==> src/rtl/cache_mem_arbiter.sv <==
// Arbitrates the unified memory port between the I-cache fill, D-cache fill and
// write-through store paths; fills hold the port for a whole block burst.
module cache_mem_arbiter #(
    parameter int BEATS  = 8,
    parameter int BEAT_W = 3
) (
    input  logic        clk,
    input  logic        rst_n,
    input  logic        i_req,
    input  logic [15:0] i_addr,
    output logic        i_gnt,
    output logic        i_data_valid,
    input  logic        d_req,
    input  logic [15:0] d_addr,
    output logic        d_gnt,
    output logic        d_data_valid,
    input  logic        st_req,
    input  logic [15:0] st_addr,
    input  logic [15:0] st_data,
    output logic        st_ack,
    output logic        mem_en,
    output logic        mem_wr,
    output logic [15:0] mem_addr,
    output logic [15:0] mem_data_in,
    input  logic        memory_data_valid
);

    typedef enum logic [1:0] {
        IDLE    = 2'd0,
        WRITE   = 2'd1,
        GRANT_I = 2'd2,
        GRANT_D = 2'd3
    } state_t;

    localparam logic [BEAT_W-1:0] LAST_BEAT = BEAT_W'(BEATS - 1);

    state_t            state_q, state_d;
    logic [BEAT_W-1:0] beat_cnt_q, beat_cnt_d;
    logic              last_fill_q, last_fill_d;

    always_comb begin
        state_d      = state_q;
        beat_cnt_d   = beat_cnt_q;
        last_fill_d  = last_fill_q;
        i_gnt        = 1'b0;
        i_data_valid = 1'b0;
        d_gnt        = 1'b0;
        d_data_valid = 1'b0;
        st_ack       = 1'b0;
        mem_en       = 1'b0;
        mem_wr       = 1'b0;
        mem_addr     = 16'h0000;
        mem_data_in  = 16'h0000;

        case (state_q)
            IDLE: begin
                beat_cnt_d = '0;
                if (st_req)
                    state_d = WRITE;
                else if (i_req && d_req)
                    state_d = last_fill_q ? GRANT_I : GRANT_D;
                else if (i_req)
                    state_d = GRANT_I;
                else if (d_req)
                    state_d = GRANT_D;
            end

            WRITE: begin
                st_ack      = 1'b1;
                mem_en      = 1'b1;
                mem_wr      = 1'b1;
                mem_addr    = st_addr;
                mem_data_in = st_data;
                beat_cnt_d  = '0;
                state_d     = IDLE;
            end

            GRANT_I: begin
                i_gnt        = 1'b1;
                mem_en       = 1'b1;
                mem_addr     = i_addr;
                i_data_valid = memory_data_valid;
                // A dropped request ends the grant even on what would be the last beat.
                if (!i_req) begin
                    state_d    = IDLE;
                    beat_cnt_d = '0;
                end else if (memory_data_valid) begin
                    if (beat_cnt_q == LAST_BEAT) begin
                        state_d     = IDLE;
                        beat_cnt_d  = '0;
                        last_fill_d = 1'b0;
                    end else begin
                        beat_cnt_d = beat_cnt_q + BEAT_W'(1);
                    end
                end
            end

            GRANT_D: begin
                d_gnt        = 1'b1;
                mem_en       = 1'b1;
                mem_addr     = d_addr;
                d_data_valid = memory_data_valid;
                if (!d_req) begin
                    state_d    = IDLE;
                    beat_cnt_d = '0;
                end else if (memory_data_valid) begin
                    if (beat_cnt_q == LAST_BEAT) begin
                        state_d     = IDLE;
                        beat_cnt_d  = '0;
                        last_fill_d = 1'b1;
                    end else begin
                        beat_cnt_d = beat_cnt_q + BEAT_W'(1);
                    end
                end
            end

            default: begin
                state_d    = IDLE;
                beat_cnt_d = '0;
            end
        endcase
    end

    // last_fill resets to "I served last" so that D wins the first tie.
    always_ff @(posedge clk or negedge rst_n) begin
        if (!rst_n) begin
            state_q     <= IDLE;
            beat_cnt_q  <= '0;
            last_fill_q <= 1'b0;
        end else begin
            state_q     <= state_d;
            beat_cnt_q  <= beat_cnt_d;
            last_fill_q <= last_fill_d;
        end
    end

endmodule

==> config.mk <==
export PLATFORM = sky130hd
export DESIGN_NAME = cache_mem_arbiter
export DESIGN_NICKNAME = d
export VERILOG_FILES = /design/src/rtl/cache_mem_arbiter.sv
export SDC_FILE = /design/constraint.sdc
export NUM_CORES = 1
export LEC_CHECK = 0
export ABC_AREA = 1
export ABC_CLOCK_PERIOD_IN_PS = 1500
export CAP_MARGIN = 25
export CORE_MARGIN = 2
export CORE_UTILIZATION = 26
export CTS_CLUSTER_DIAMETER = 120
export CTS_CLUSTER_SIZE = 14
export DETAILED_ROUTE_END_ITERATION = 12
export PLACE_DENSITY = 0.89
export SLEW_MARGIN = 20
export SYNTH_ARGS = -nofsm -noshare
export SYNTH_HDL_FRONTEND = slang
export SYNTH_SLANG_ARGS = --single-unit
==> constraint.sdc <==
create_clock -name clk -period 1.5 [get_ports clk]
set_clock_uncertainty 0.1 [all_clocks]
set_input_delay 0.225 -clock clk [delete_from_list [all_inputs] [get_ports clk]]
set_output_delay 0.225 -clock clk [all_outputs]
set_load 0.03 [all_outputs]
==> impl.org <==
** Outcome
- Outcome :: finished with violations
- Failing checks :: setup timing

** Floorplanning
- Initial core utilization :: 27.58%
- Num rows :: 20
- Die height :: 61.37 um
- After floorplanning, the core was sized to cover 3103 sq um.
- Pin placement for this block handled 109 I/O pins.
- In this run the horizontal extent of the chip is 61.37 um.
- The floorplan step defined a die boundary enclosing 3766 sq um.

** Pwr
- Static power due to leakage :: 1.161 nW
- Switching power of the nets :: 0.002088 W
- Registers are responsible for 6.6% of the overall power.
- Of the total power, the clock network draws 3.9%.
- VDD sags by at most 0.9772 mV.
- In this run switching power makes up 54.45% of total power.
- For this design the ratio of total power to cell area is 1660 nW/um^2.
- Internal power :: 0.001746 W
- Combinational logic is responsible for 89.5% of the overall power.

** Route
- Using the TritonRoute via totals, the vias-per-cell ratio works out to 4.543.
- Post-route DRC :: 0
- The first detailed-routing pass took 4 iterations.
- After detailed routing, the average wire length per cell comes to 13.52 um.
- The routed design has 4.352 mm of wire.
- The first routing iteration left 53 violations.
- Once detail routing completed, the nets flagged for antenna violations numbered 0.
- Vias post-DR :: 1,463

** Place
- During placement, the flow inserted port buffers numbering 108.
- Pre-CTS setup slack :: -0.06951 ns
- Post-detailed-placement half-perimeter wirelength :: 3.086 mm
- Routability congestion estimate from global placement :: 0.7864

** CTS
- CTS tree :: built
- CTS built an H-tree with a depth of 1.
- Latest clock arrival within the worst-skew pair :: 0.25 ns
- Counting every sink on the clock net gives 6.
- Maximum buffer depth of the clock tree :: 2
- Clock slew at reported path FFs :: 0.05 ns
- Root Buffer :: sky130_fd_sc_hd__clkbuf_4
- For this design, the CTS-stage hold fixing added 0 buffers.
- Inserted Clock Buffers :: 3

** Worst setup path
- At the worst endpoint, the required time is 1.17 ns.
- Nature of the critical path endpoint :: output pin
- Setup CP Type :: reg -> out
- Origin of the critical flop-to-flop path :: state_q[1]
- The setup check on the worst reg-to-reg path leaves a slack of 0.14 ns.
- Of all nets on the critical path, the largest fanout is 8.
- Critical R2R Capture :: state_q[0]
- WP data arrival :: 1.38 ns
- Worst setup SP type :: register
- Reg2reg path depth :: 4

** Global route
- The first global-routing pass estimated 5.644 mm of wire.
- After global routing the overflow that remains totals 0.
- Entering global routing, the biggest net connects 19 pins.
- GRT Total Usage :: 19.80%
- Antenna violations before repair :: 0
- Vias in the first global route :: 1,332

** STA
- After routing, the total negative slack on setup checks comes to -4.897 ns.
- Setup violations remaining at the end of the flow were counted as 37.
- Setup repair after global routing could not meet its margin everywhere.
- Count of pins over their slew limit :: 0
- Achievable Freq :: 585.2 MHz
- Actual slew at the worst max-slew pin :: 0.2848 ns
- Final-report hold violation count :: 0
- Across all setup checks in the final design, the least slack found is -0.2087 ns.
- The final critical path takes up 113.9% of the cycle.
- Max-slew headroom at the worst pin :: 80.95%
- Final critical path time including I/O delays and setup :: 1.709 ns

** Synthesis
- Synthesis inferred 6 register bits.
- Cell area after synthesis :: 855.8 sq um
- Portion of synthesized cell area occupied by the leading cell type :: 26.75%
- The synthesized netlist contains 19 unique library cells.
- Synthesis produced a netlist whose cell count is 159.
- When the netlist entered floorplanning its net count stood at 231.
- After synthesis, the mean cell area works out to 5.383 sq um.
- Yosys attributes the largest share of cell area to sky130_fd_sc_hd__nand2_1, sky130_fd_sc_hd__dfrtp_1, sky130_fd_sc_hd__nand3_1, sky130_fd_sc_hd__inv_1, sky130_fd_sc_hd__nor2_1.
- sky130_fd_sc_hd__nand2_1 is the most common cell in the netlist.
- Post-synth top flop :: sky130_fd_sc_hd__dfrtp_1
- Of the synthesized area, sequential elements account for 17.54%.
- The synthesized design contains 0 enable-type register cells.
- Counting flops with an async set or reset pin after synthesis yields a share of 100.0%.
- Cell types with the highest counts after synthesis :: sky130_fd_sc_hd__nand2_1, sky130_fd_sc_hd__inv_1, sky130_fd_sc_hd__nand3_1, sky130_fd_sc_hd__nor2_1, sky130_fd_sc_hd__nor2_2
- Yosys printed 0 warnings.
- Cell type with the highest aggregate area in the netlist :: sky130_fd_sc_hd__nand2_1

** Worst hold path
- Worst hold-check path type :: in -> async

** Cells and area
- Share of post-route cells with drive strength above 1 :: 35.25%
- Area growth from synthesis to final layout :: 169.9%
- The repair_antennas step left the layout with diodes totalling 0.
- The net count of the finished layout is 352.
- Utilization after layout :: 74.44%

** Run
- Across the run, the number of max-cap violations was 0.
## cells by family (layout without fill, tap and decap cells)
| family | count (synthesis) | count (layout) | synth area share (%) |
|---|---|---|---|
| simple gates | 110 | 110 | 55.56 |
| mux | 2 | 2 | 2.339 |
| fa+ha+maj | 2 | 2 | 2.924 |
| buf+inv | 34 | 153 | 17.98 |
| compound gates | 5 | 5 | 3.656 |
| flops | 6 | 6 | 17.54 |
## cell usage in the layout, fill, tap and decap left out, types with 3 or more instances in the layout
cell type                         instances
sky130_fd_sc_hd__inv_1                   24
sky130_fd_sc_hd__buf_4                   18
sky130_fd_sc_hd__nand2_1                 59
sky130_fd_sc_hd__clkdlybuf4s50_1         69
sky130_fd_sc_hd__nand2_2                  3
sky130_fd_sc_hd__nor2_4                  16
sky130_fd_sc_hd__nor2_1                   9
sky130_fd_sc_hd__clkbuf_4                 3
sky130_fd_sc_hd__nand3_1                  5
sky130_fd_sc_hd__buf_6                   32
sky130_fd_sc_hd__dfrtp_1                  4
sky130_fd_sc_hd__nand3_2                 15
## area by class of cell
| type | instances | area (sq um) |
|---|---|---|
| Timing Repair inverter | 1 | 11.26 |
| Timing Repair Buffer | 121 | 1226 |
| Fill cell | 215 | 793.3 |
| Inverter | 28 | 117.6 |
| Multi-Input combinational cell | 119 | 724.4 |
| Clock buffer | 3 | 22.52 |
| Tap cell | 44 | 55.05 |
| Sequential cell | 6 | 152.6 |
## power groups by stage
stage | logic, W | clock network (W) | registers, W
5_1_grt | 0.00364 | 0.000158 | 0.000261
3_3_place_gp | 0.00273 | 0 | 0.000248
2_1_floorplan | 0.00169 | 0 | 0.000245
4_1_cts | 0.00307 | 0.000154 | 0.000252
3_5_place_dp | 0.00276 | 0 | 0.000252
6_report | 0.00343 | 0.000149 | 0.000252
## critical path, stage by stage (launching register included)
cell and delay (ns):
sky130_fd_sc_hd__dfrtp_2 0.42, sky130_fd_sc_hd__inv_2 0.07, sky130_fd_sc_hd__nor2_4 0.16, sky130_fd_sc_hd__buf_6 0.15
sky130_fd_sc_hd__inv_8 0.06, sky130_fd_sc_hd__nor2_2 0.11, sky130_fd_sc_hd__buf_4 0.18
## registers in the layout, indices dropped and copies added (netlist names)
register / flops
beat_cnt_q: 3
last_fill_q: 1
state_q: 2
## worst max-delay path by stage
stage	start	to	depth (start not counted)
floorplan	state_q[0]	mem_data_in[13]	5
global placement	state_q[1]	mem_addr[1]	5
detailed placement	state_q[1]	mem_addr[12]	5
CTS	state_q[0]	mem_data_in[1]	6
global route	state_q[0]	mem_addr[0]	6
finish	state_q[0]	mem_data_in[3]	6
## per-stage QoR
step | instance area (sq um) | hold slack, ns | total power (W) | instances
after floorplan | 900.9 | -0.1706 | 0.001940 | 159
after global routing | 2310 | 0.1445 | 0.004058 | 322
after detailed placement | 1968 | 0.3666 | 0.003016 | 312
after CTS | 2120 | 0.1227 | 0.003476 | 321
final | 2310 | 0.1226 | 0.003834 | 322
after global placement | 1968 | 0.3651 | 0.002982 | 312
## metal layers
metal	track usage (%)	wire length (um)
met2	40.88	2293
met4	6.079	103
met3	5.252	493
met5	0	0
met1	18.47	1461
## timing repair
action                                  in CTS  in global routing
setup buffers                                5                  1
gates cloned                                 1                  0
endpoints found under the setup margin      39                 39
pin swaps                                    0                  0
gates resized for setup                     25                 48
Power figures use the tool's default switching activity.
